[config.mk]
export PLATFORM = sky130hd
export DESIGN_NAME = dac_axis_stream_buffer
export DESIGN_NICKNAME = d
export VERILOG_FILES = /design/src/rtl/dac_buffer_pkg.sv /design/src/rtl/sync_fifo_fwft.sv /design/src/rtl/dac_axis_stream_buffer.sv
export SDC_FILE = /design/constraint.sdc
export NUM_CORES = 2
export LEC_CHECK = 0
export BUFFER_PORTS_ARGS = -buffer_cell sky130_fd_sc_hd__buf_2
export CAP_MARGIN = 20
export CORE_MARGIN = 2
export CORE_UTILIZATION = 55
export CTS_CLUSTER_DIAMETER = 40
export CTS_CLUSTER_SIZE = 24
export DETAILED_ROUTE_END_ITERATION = 10
export GPL_ROUTABILITY_DRIVEN = 0
export GPL_TIMING_DRIVEN = 0
export PLACE_DENSITY_LB_ADDON = 0.1
export SLEW_MARGIN = 20
export SYNTH_ARGS = -nofsm -noshare
export SYNTH_HDL_FRONTEND = slang
export SYNTH_SLANG_ARGS = --single-unit
[constraint.sdc]
create_clock -name m00_axis_aclk -period 11.6 [get_ports m00_axis_aclk]
set_input_delay 2.32 -clock m00_axis_aclk [delete_from_list [all_inputs] [get_ports m00_axis_aclk]]
set_output_delay 2.32 -clock m00_axis_aclk [all_outputs]
set_load 0.005 [all_outputs]
[src/rtl/dac_buffer_pkg.sv]
// Shared types and default sizing for the DAC AXI4-Stream output buffer.
package dac_buffer_pkg;

  typedef enum logic [1:0] {
    IDLE,
    PRIME,
    STREAM
  } buf_state_t;

  localparam int DEFAULT_AXIS_DATA_WIDTH = 256;
  localparam int DEFAULT_FIFO_DEPTH      = 16;
  localparam int DEFAULT_PRIME_LEVEL     = 8;
  localparam int DEFAULT_ERR_CNT_WIDTH   = 32;

endpackage

[src/rtl/sync_fifo_fwft.sv]
// Single-clock first-word-fall-through FIFO; the head word is always visible
// on rd_data and occupancy comes from the pointer difference.
module sync_fifo_fwft #(
  parameter int DATA_WIDTH = 256,
  parameter int DEPTH      = 16
) (
  input  logic                     clk,
  input  logic                     rst,
  input  logic                     clear,
  input  logic                     wr_en,
  input  logic [DATA_WIDTH-1:0]    wr_data,
  input  logic                     rd_en,
  output logic [DATA_WIDTH-1:0]    rd_data,
  output logic [$clog2(DEPTH):0]   level,
  output logic                     full,
  output logic                     empty
);

  localparam int AW = $clog2(DEPTH);

  logic [AW:0]           wr_ptr_q, wr_ptr_d;
  logic [AW:0]           rd_ptr_q, rd_ptr_d;
  logic [DATA_WIDTH-1:0] mem_q [DEPTH];
  logic                  do_write;
  logic                  do_read;

  // Pointers carry one extra wrap bit so full and empty are distinguishable.
  assign level    = wr_ptr_q - rd_ptr_q;
  assign full     = (level == (AW+1)'(DEPTH));
  assign empty    = (level == '0);
  assign rd_data  = mem_q[rd_ptr_q[AW-1:0]];
  assign do_write = wr_en && !full && !clear;
  assign do_read  = rd_en && !empty && !clear;

  always_comb begin
    wr_ptr_d = wr_ptr_q;
    rd_ptr_d = rd_ptr_q;
    if (clear) begin
      wr_ptr_d = '0;
      rd_ptr_d = '0;
    end else begin
      if (do_write) wr_ptr_d = wr_ptr_q + (AW+1)'(1);
      if (do_read)  rd_ptr_d = rd_ptr_q + (AW+1)'(1);
    end
  end

  always_ff @(posedge clk or posedge rst) begin
    if (rst) begin
      wr_ptr_q <= '0;
      rd_ptr_q <= '0;
    end else begin
      wr_ptr_q <= wr_ptr_d;
      rd_ptr_q <= rd_ptr_d;
    end
  end

  always_ff @(posedge clk) begin
    if (do_write) mem_q[wr_ptr_q[AW-1:0]] <= wr_data;
  end

endmodule

[src/rtl/dac_axis_stream_buffer.sv]
// Elastic AXI4-Stream stage in front of the RFDC DAC: primes a fill level,
// streams one word per cycle, pads with zeros when starved, counts events.
module dac_axis_stream_buffer
  import dac_buffer_pkg::*;
#(
  parameter int AXIS_DATA_WIDTH = DEFAULT_AXIS_DATA_WIDTH,
  parameter int FIFO_DEPTH      = DEFAULT_FIFO_DEPTH,
  parameter int PRIME_LEVEL     = DEFAULT_PRIME_LEVEL,
  parameter int ERR_CNT_WIDTH   = DEFAULT_ERR_CNT_WIDTH
) (
  input  logic                            m00_axis_aclk,
  input  logic                            reset,
  input  logic                            enable,
  input  logic                            flush,
  input  logic                            clear_errors,
  input  logic [AXIS_DATA_WIDTH-1:0]      s_axis_tdata,
  input  logic                            s_axis_tvalid,
  output logic                            s_axis_tready,
  output logic [AXIS_DATA_WIDTH-1:0]      m00_axis_tdata,
  output logic                            m00_axis_tvalid,
  input  logic                            m00_axis_tready,
  output logic [$clog2(FIFO_DEPTH):0]     level,
  output logic [ERR_CNT_WIDTH-1:0]        underflow_count,
  output logic [ERR_CNT_WIDTH-1:0]        overflow_count,
  output logic                            streaming
);

  localparam int LW = $clog2(FIFO_DEPTH) + 1;

  buf_state_t                 state_q, state_d;
  logic [AXIS_DATA_WIDTH-1:0] tdata_q, tdata_d;
  logic                       tvalid_q, tvalid_d;
  logic [ERR_CNT_WIDTH-1:0]   underflow_q, underflow_d;
  logic [ERR_CNT_WIDTH-1:0]   overflow_q, overflow_d;

  logic                       fifo_clear;
  logic                       fifo_wr;
  logic                       fifo_rd;
  logic [AXIS_DATA_WIDTH-1:0] fifo_dout;
  logic [LW-1:0]              fifo_level;
  logic                       fifo_full;
  logic                       fifo_empty;

  logic                       advance;
  logic                       wr_attempt;
  logic                       overflow_event;
  logic                       underflow_event;

  sync_fifo_fwft #(
    .DATA_WIDTH (AXIS_DATA_WIDTH),
    .DEPTH      (FIFO_DEPTH)
  ) u_fifo (
    .clk     (m00_axis_aclk),
    .rst     (reset),
    .clear   (fifo_clear),
    .wr_en   (fifo_wr),
    .wr_data (s_axis_tdata),
    .rd_en   (fifo_rd),
    .rd_data (fifo_dout),
    .level   (fifo_level),
    .full    (fifo_full),
    .empty   (fifo_empty)
  );

  // The DDS source ignores tready, so a valid word at full is lost and counted.
  assign advance        = m00_axis_tready || !tvalid_q;
  assign wr_attempt     = enable && !flush && (state_q != IDLE) && s_axis_tvalid;
  assign fifo_wr        = wr_attempt && !fifo_full;
  assign overflow_event = wr_attempt && fifo_full;

  always_comb begin
    state_d         = state_q;
    tdata_d         = tdata_q;
    tvalid_d        = tvalid_q;
    fifo_clear      = 1'b0;
    fifo_rd         = 1'b0;
    underflow_event = 1'b0;
    if (!enable) begin
      state_d    = IDLE;
      fifo_clear = 1'b1;
      tdata_d    = '0;
      tvalid_d   = 1'b0;
    end else if (flush) begin
      state_d    = PRIME;
      fifo_clear = 1'b1;
      tdata_d    = '0;
      tvalid_d   = 1'b1;
    end else begin
      unique case (state_q)
        IDLE: begin
          state_d  = PRIME;
          tdata_d  = '0;
          tvalid_d = 1'b1;
        end
        PRIME: begin
          tvalid_d = 1'b1;
          if (advance) tdata_d = '0;
          if (fifo_level >= LW'(PRIME_LEVEL)) state_d = STREAM;
        end
        STREAM: begin
          tvalid_d = 1'b1;
          if (advance) begin
            if (!fifo_empty) begin
              fifo_rd = 1'b1;
              tdata_d = fifo_dout;
            end else begin
              tdata_d         = '0;
              underflow_event = 1'b1;
              state_d         = PRIME;
            end
          end
        end
        default: begin
          state_d  = IDLE;
          tdata_d  = '0;
          tvalid_d = 1'b0;
        end
      endcase
    end
  end

  // Saturating counters; a clear wins over an increment in the same cycle.
  always_comb begin
    underflow_d = underflow_q;
    overflow_d  = overflow_q;
    if (clear_errors) begin
      underflow_d = '0;
      overflow_d  = '0;
    end else begin
      if (underflow_event && (underflow_q != '1))
        underflow_d = underflow_q + ERR_CNT_WIDTH'(1);
      if (overflow_event && (overflow_q != '1))
        overflow_d = overflow_q + ERR_CNT_WIDTH'(1);
    end
  end

  always_ff @(posedge m00_axis_aclk or posedge reset) begin
    if (reset) begin
      state_q     <= IDLE;
      tdata_q     <= '0;
      tvalid_q    <= 1'b0;
      underflow_q <= '0;
      overflow_q  <= '0;
    end else begin
      state_q     <= state_d;
      tdata_q     <= tdata_d;
      tvalid_q    <= tvalid_d;
      underflow_q <= underflow_d;
      overflow_q  <= overflow_d;
    end
  end

  assign s_axis_tready   = (state_q != IDLE) && !fifo_full;
  assign m00_axis_tdata  = tdata_q;
  assign m00_axis_tvalid = tvalid_q;
  assign level           = fifo_level;
  assign underflow_count = underflow_q;
  assign overflow_count  = overflow_q;
  assign streaming       = (state_q == STREAM);

endmodule

---- Yosys cells after proc, flatten, opt, wreduce, memory -nomap -nowiden ----
Memories as Yosys holds them, arrays and structs flattened.
Index checks and enable logic that the tools add are counted.
operators by class
  add/sub/neg operators ................... 5
  multiply operators ...................... 0
  divide/modulo/power cells ............... 0
  order comparisons ....................... 1
  equal/unequal tests ..................... 9
  shift-type cells ........................ 0
  mux-type cells .......................... 37
  bitwise gates (word level) .............. 0
  reductions and logical operators ........ 28
operator list
  cell                                                                   number
  256-bit two-way mux                                                    5
  256-bit one-hot mux with 2 select lines                                1
  32-bit two-way mux                                                     4
  32-bit by 1-bit adder with 32-bit output, second input constant        2
  32-bit != test, second input constant                                  2
  5-bit two-way mux                                                      4
  1-bit two-way mux                                                      17
  1-bit logical AND                                                      12
  5-bit by 1-bit adder with 5-bit output, second input constant          2
  2-bit two-way mux                                                      5
  2-bit nonzero test                                                     5
  4-bit by 3-bit != test with 1-bit output, second input constant        2
  4-bit != test, second input constant                                   2
  2-bit one-hot mux with 3 select lines                                  1
  5-bit == test, second input constant                                   1
  5-bit by 4-bit >= comparator with 1-bit output, second input constant  1
  1-bit logical NOT                                                      5
  5-bit logical NOT                                                      1
  5-bit subtractor                                                       1
  3-bit AND reduction                                                    1
  3-bit OR reduction                                                     1
  2-bit by 1-bit == test with 1-bit output, second input constant        1
  2-bit == test, second input constant                                   1
  2-bit logical NOT                                                      1
  other kinds (2)                                                        2
storage, ports and cells
  register bits ........................... 333
  bits in latches ......................... 0
  bits in writable memories ............... 4096
  ROM bits ................................ 0
  input port bits ......................... 263
  output and inout bits ................... 328
  word-level logic and storage cells ...... 88
  memories kept ........................... 1
memories
  name          depth  width  rd ports  clocked after memory_dff  write ports  RTL line              RTL
  u_fifo.mem_q  16     256    1         0                         1            sync_fifo_fwft.sv:23  logic [DATA_WIDTH-1:0] mem_q [DEPTH];

---- Depth between registers and ports, before layout ----
  depth in word-level cells ............... 11
  mapped depth ............................ 14
  gate-level depth less buffers ........... 11

---- By module ----
Synthesis repeated with hierarchy kept, for this count alone.
unflattened totals
  cells, all modules ...................... 8163
  area total of the unflattened synthesis .. 168390.2 um^2
modules (own cells, without submodules)
  module                  instances  cells each  area an instance (um^2)  sequential area each (um^2)
  sync_fifo_fwft          1          7169        155733.1                 123248.2
  dac_axis_stream_buffer  1          994         12657.1                  8082.8

---- Worst setup path after synthesis ----
OpenSTA, ideal clock, no wires.
  path type ............................... in2reg
  start point ............................. input flush
  end point ............................... memory u_fifo.mem_q[11][0] (enable)
  setup time .............................. 651 ps
  arrival time ............................ 9310 ps
  data required time ...................... 10949 ps
  slack ................................... 1639 ps
  stages .................................. 7
  path buffers ............................ 3
  cells stage by stage .................... nand2b_1 > clkbuf_1 > nor2_1 > o31a_1 > clkbuf_1 > clkbuf_1 > and3_1
on the way
  cells in the longest elaborated chain, start to end .. 9
  elaborated cells on any way between the ends .. 12
  those cells by class .................... 4 x mux; 8 x reduce/logical
ends and longest elaborated chain
  element                                    RTL line                      RTL
  start, declared                            dac_axis_stream_buffer.sv:14  input logic flush,
  1-bit logical NOT                          dac_axis_stream_buffer.sv:67  assign wr_attempt = enable && !flush && (state_q != IDLE) && s_axis_tvalid;
  1-bit logical AND (3 in series)            dac_axis_stream_buffer.sv:67
  1-bit logical AND                          dac_axis_stream_buffer.sv:68  assign fifo_wr = wr_attempt && !fifo_full;
  1-bit logical AND                          sync_fifo_fwft.sv:32          assign do_write = wr_en && !full && !clear;
  1-bit logical AND *                        sync_fifo_fwft.sv:32
  1-bit two-way mux *                        sync_fifo_fwft.sv:58          if (do_write) mem_q[wr_ptr_q[AW-1:0]] <= wr_data;
  1-bit two-way mux (implied by the code) *  sync_fifo_fwft.sv:58
  end, declared                              sync_fifo_fwft.sv:23
Every way passes the cells marked *; elsewhere a longest branch is shown, timed or not.

---- Worst setup path in the final report ----
  start point ............................. register u_fifo.rd_ptr_q[1]
  end point ............................... output s_axis_tready
on the way
  cells in the longest elaborated chain, start to end .. 4
ends and longest elaborated chain
  element                 RTL line                       RTL
  start, declared         sync_fifo_fwft.sv:22           logic [AW:0] rd_ptr_q, rd_ptr_d;
  start signal, assigned  sync_fifo_fwft.sv:53           rd_ptr_q <= rd_ptr_d;
  5-bit subtractor        sync_fifo_fwft.sv:28           assign level = wr_ptr_q - rd_ptr_q;
  5-bit == test           sync_fifo_fwft.sv:29           assign full = (level == (AW+1)'(DEPTH));
  1-bit logical NOT       dac_axis_stream_buffer.sv:153  assign s_axis_tready = (state_q != IDLE) && !fifo_full;
  1-bit logical AND       dac_axis_stream_buffer.sv:153
  end, declared           dac_axis_stream_buffer.sv:18   output logic s_axis_tready,
Every way passes these cells.

==> results.tsv <==
stage	metric	value	unit
outcome	outcome	complete, no violations	
critical_path	WS Path Type	register to output port	
logic_synthesis	Cell variety after synth	54	
floorplanning	Core Rows	202	
drt	drt drc	0	
finish	Non-Filler Instances	12560	
drt	Total Routed Length	436.9	mm
timing	setup tns final	0	ps
floorplanning	core area	302000	sq um
global_route	GR Util All Layers	28.53	%
timing	Rel. slew slack	23.10	%
critical_path	Reg2Reg Setup Slack	4700	ps
critical_path	critical path arrival	5280	ps
drt	Top Metal Used	met5	
global_route	initial antenna violation count	134	
floorplanning	die height	554.3	um
critical_path	CP Capture Type	output port	
logic_synthesis	Mapped Area	166600	sq um
timing	Max Slew Vio Count	0	
worst_hold_path	hold depth	1	
logic_synthesis	Yosys warnings	0	
global_route	vias in the first global route	82060	
finish	layout cells sized above 1	37.48	%
clock_tree	number of CTS-inserted buffers	561	
critical_path	Reg2Reg Depth	17	
pwr	leak pwr	64.91	nW
clock_tree	CTS sink cnt	4429	
finish	Layout Nets	8323	
logic_synthesis	mux contribution to synthesized area	17.41	%
logic_synthesis	Synth Area in XOR/XNOR	0.09840	%
critical_path	CP max FO	10	
clock_tree	post-CTS sizing	0	
placement	Port Buffers	590	
clock_tree	clk buf depth	4	
placement	dpl cells	11460	
worst_hold_path	Hold Crit Class	register to register	
logic_synthesis	average cell area after synthesis	24.73	sq um
finish	Synth-to-Final Area Change	19.15	%
placement	post-DP HPWL	265.1	mm
logic_synthesis	async set or reset register ratio after synthesis	7.519	%
critical_path	worst reg2reg path endpoint	u_fifo.mem_q[11][32]$_DFFE_PP_	
logic_synthesis	synthesized-area fraction occupied by adder cells	0.09465	%
pwr	pwr/cell area	180.6	nW/um^2
drt	met3 routed wirelength	43.60	mm
global_route	largest net degree at the start of global routing	78	
clock_tree	CTS tree	done	
run	Max Cap Viol	0	
logic_synthesis	post-synthesis net count	7011	
finish	commonest non-fill, non-tap cells in the layout	edfxtp_1 (4,096), mux4_2 (1,280), buf_2 (714)	
timing	RSZ-0062 raised after global routing	false	
timing	part of the cycle the worst path needs	65.50	%
floorplanning	Top-Level Pins	591	
timing	Hold Fails Final Rpt	0	
logic_synthesis	Yosys top cell area share	73.84	%
drt	M1 wire length	169.0	mm
drt	Avg WL per Cell	34.79	um
logic_synthesis	number of flops mapped to enable cells by yosys	4096	
logic_synthesis	register area share after synthesis	78.85	%
critical_path	Critical Path RT	9280	ps
logic_synthesis	cell taking the most area after synthesis	edfxtp_1	
floorplanning	full die area	307300	sq um
drt	Initial DRT Pass Iterations	5	
floorplanning	die width	554.3	um
logic_synthesis	Post-Synthesis Cells	6736	
finish	commonest non-fill, non-tap cell in the layout	edfxtp_1	
clock_tree	clk_lat worst skew	1040	ps
critical_path	CP startpoint kind	register	
clock_tree	root buf cell	clkbuf_16	
clock_tree	CTS HTree Levels	6	
timing	Setup Viol. Count Final	0	
critical_path	RR Startpoint	u_fifo.rd_ptr_q[1]$_DFFE_PP0P_	
logic_synthesis	flops & latches, synth	4429	
timing	fmax	131.6	MHz
timing	worst-margin pin slew	1154	ps
global_route	total global routing overflow	0	
drt	Routed Antenna Nets	0	
logic_synthesis	largest family of logic cells by synthesized area	multiplexers	
timing	hold_ws	493.2	ps
drt	routed wl met2	211.5	mm
pwr	worst vdd ir	0.1401	mV
drt	vias	81300	
clock_tree	# hold bufs at CTS	0	
logic_synthesis	largest cells by area after synthesis	edfxtp_1 (74%), mux4_2 (17%), dfrtp_1 (5.0%)	
global_route	first-pass GRT wire length	613.2	mm
floorplanning	initial core utilization	55.15	%
timing	post-layout min period	7598	ps
logic_synthesis	post-synthesis compound-gate area fraction	1.717	%
worst_hold_path	Hold Path Sink	m00_axis_tdata[67]$_DFFE_PP0P_	
logic_synthesis	prevailing post-synth register cell	edfxtp_1	
logic_synthesis	Synth Area in Simple Gates	0.7963	%
clock_tree	setup bufs post-CTS	0	
worst_hold_path	HP Start	m00_axis_tdata[67]$_DFFE_PP0P_	
drt	DR vias/cell	6.475	
drt	drt initial violations	9957	
clock_tree	CTS clk-pin slew, worst paths	50	ps
timing	clk_skew	63.83	ps
## layout make-up
cell class / instances / area [sq um]
diodes: 54 / 135.1
plain buffers: 367 / 1727
clock buffers: 657 / 14950
clock inverters: 382 / 4747
fillers: 19260 / 103600
inverters: 18 / 75.07
multi-input cells: 1922 / 33610
flip-flops and latches: 4429 / 131300
well taps: 3978 / 4977
repair buffers: 749 / 6919
## synth_stat cells, types with 3 or more instances
cell	instances
buf_6	17
mux2_2	6
dfrtp_1	333
xnor2_1	11
nor4_1	13
buf_1	13
nor3_1	7
and4_1	4
nor2b_1	14
buf_2	123
ha_1	11
a21oi_1	45
clkbuf_1	214
xor2_1	4
nand3_1	21
o31ai_1	14
o21ai_0	30
mux2_1	3
nand2b_1	6
inv_1	17
or4_1	15
nor2_1	40
and3_1	21
a22o_1	256
nand4_1	22
mux2i_1	7
nand2_1	36
edfxtp_1	4096
or3_1	28
mux4_2	1280
## worst max-delay path: stages, from the launching register on
cell and delay (ps):
dfrtp_1 350, buf_2 350, buf_1 550, clkbuf_1 720, inv_1 210, fa_1 510, a21o_1 210, a21oi_2 180
xor2_2 370, inv_1 250, a31oi_1 380, buf_2 180
## state kept, by name (all words and copies together) (netlist names)
signal / count
underflow_count: 32
overflow_count: 32
u_fifo.rd_ptr_q: 5
m00_axis_tvalid: 1
m00_axis_tdata: 256
u_fifo.mem_q: 4096
u_fifo.wr_ptr_q: 5
state_q: 2
## per-stage QoR
stage               total power [mW]  utilization (%)  cell area (sq um)  worst slack [ps]
global placement               18.12            57.77             174500             -9930
finish                         35.84            65.71             198500              4002
CTS                            36.05            65.66             198300              4025
global route                   36.73            65.68             198400              3894
floorplan                      17.88                -             166600             55.16
detailed placement             18.14            59.14             178600              4761
## routing by layer
layer	vias up	track usage, %
met5	-	0
met1	44290	39.96
met4	92	8.238
met3	738	7.157
li1	32200	-
met2	3978	45.12
## logic make-up after synthesis
group	count (synthesis)
mux	1296
compound gates	361
fa+ha+maj	12
flops	4429
xor+xnor	17
buf+inv	385
simple gates	236
## where the power goes
group	total, mW	switching [mW]	internal [mW]
Sequential	17.5	0.00517	17.5
Clock	18.0	6.98	11.0
Combinational	0.341	0.267	0.0744
Total	35.8	7.25	28.6
## worst max-delay path by stage
stage / start / endpoint / cells after the start
6_report: u_fifo.rd_ptr_q[1]$_DFFE_PP0P_ / s_axis_tready / 11
3_5_place_dp: u_fifo.rd_ptr_q[1]$_DFFE_PP0P_ / u_fifo.mem_q[11][33]$_DFFE_PP_ / 17
3_3_place_gp: u_fifo.rd_ptr_q[2]$_DFFE_PP0P_ / u_fifo.mem_q[6][34]$_DFFE_PP_ / 12
5_1_grt: u_fifo.rd_ptr_q[1]$_DFFE_PP0P_ / s_axis_tready / 11
2_1_floorplan: reset / m00_axis_tdata[0]$_DFFE_PP0P_ / 1
4_1_cts: u_fifo.rd_ptr_q[1]$_DFFE_PP0P_ / s_axis_tready / 11
Note: power is estimated with default switching activity, not from simulation.
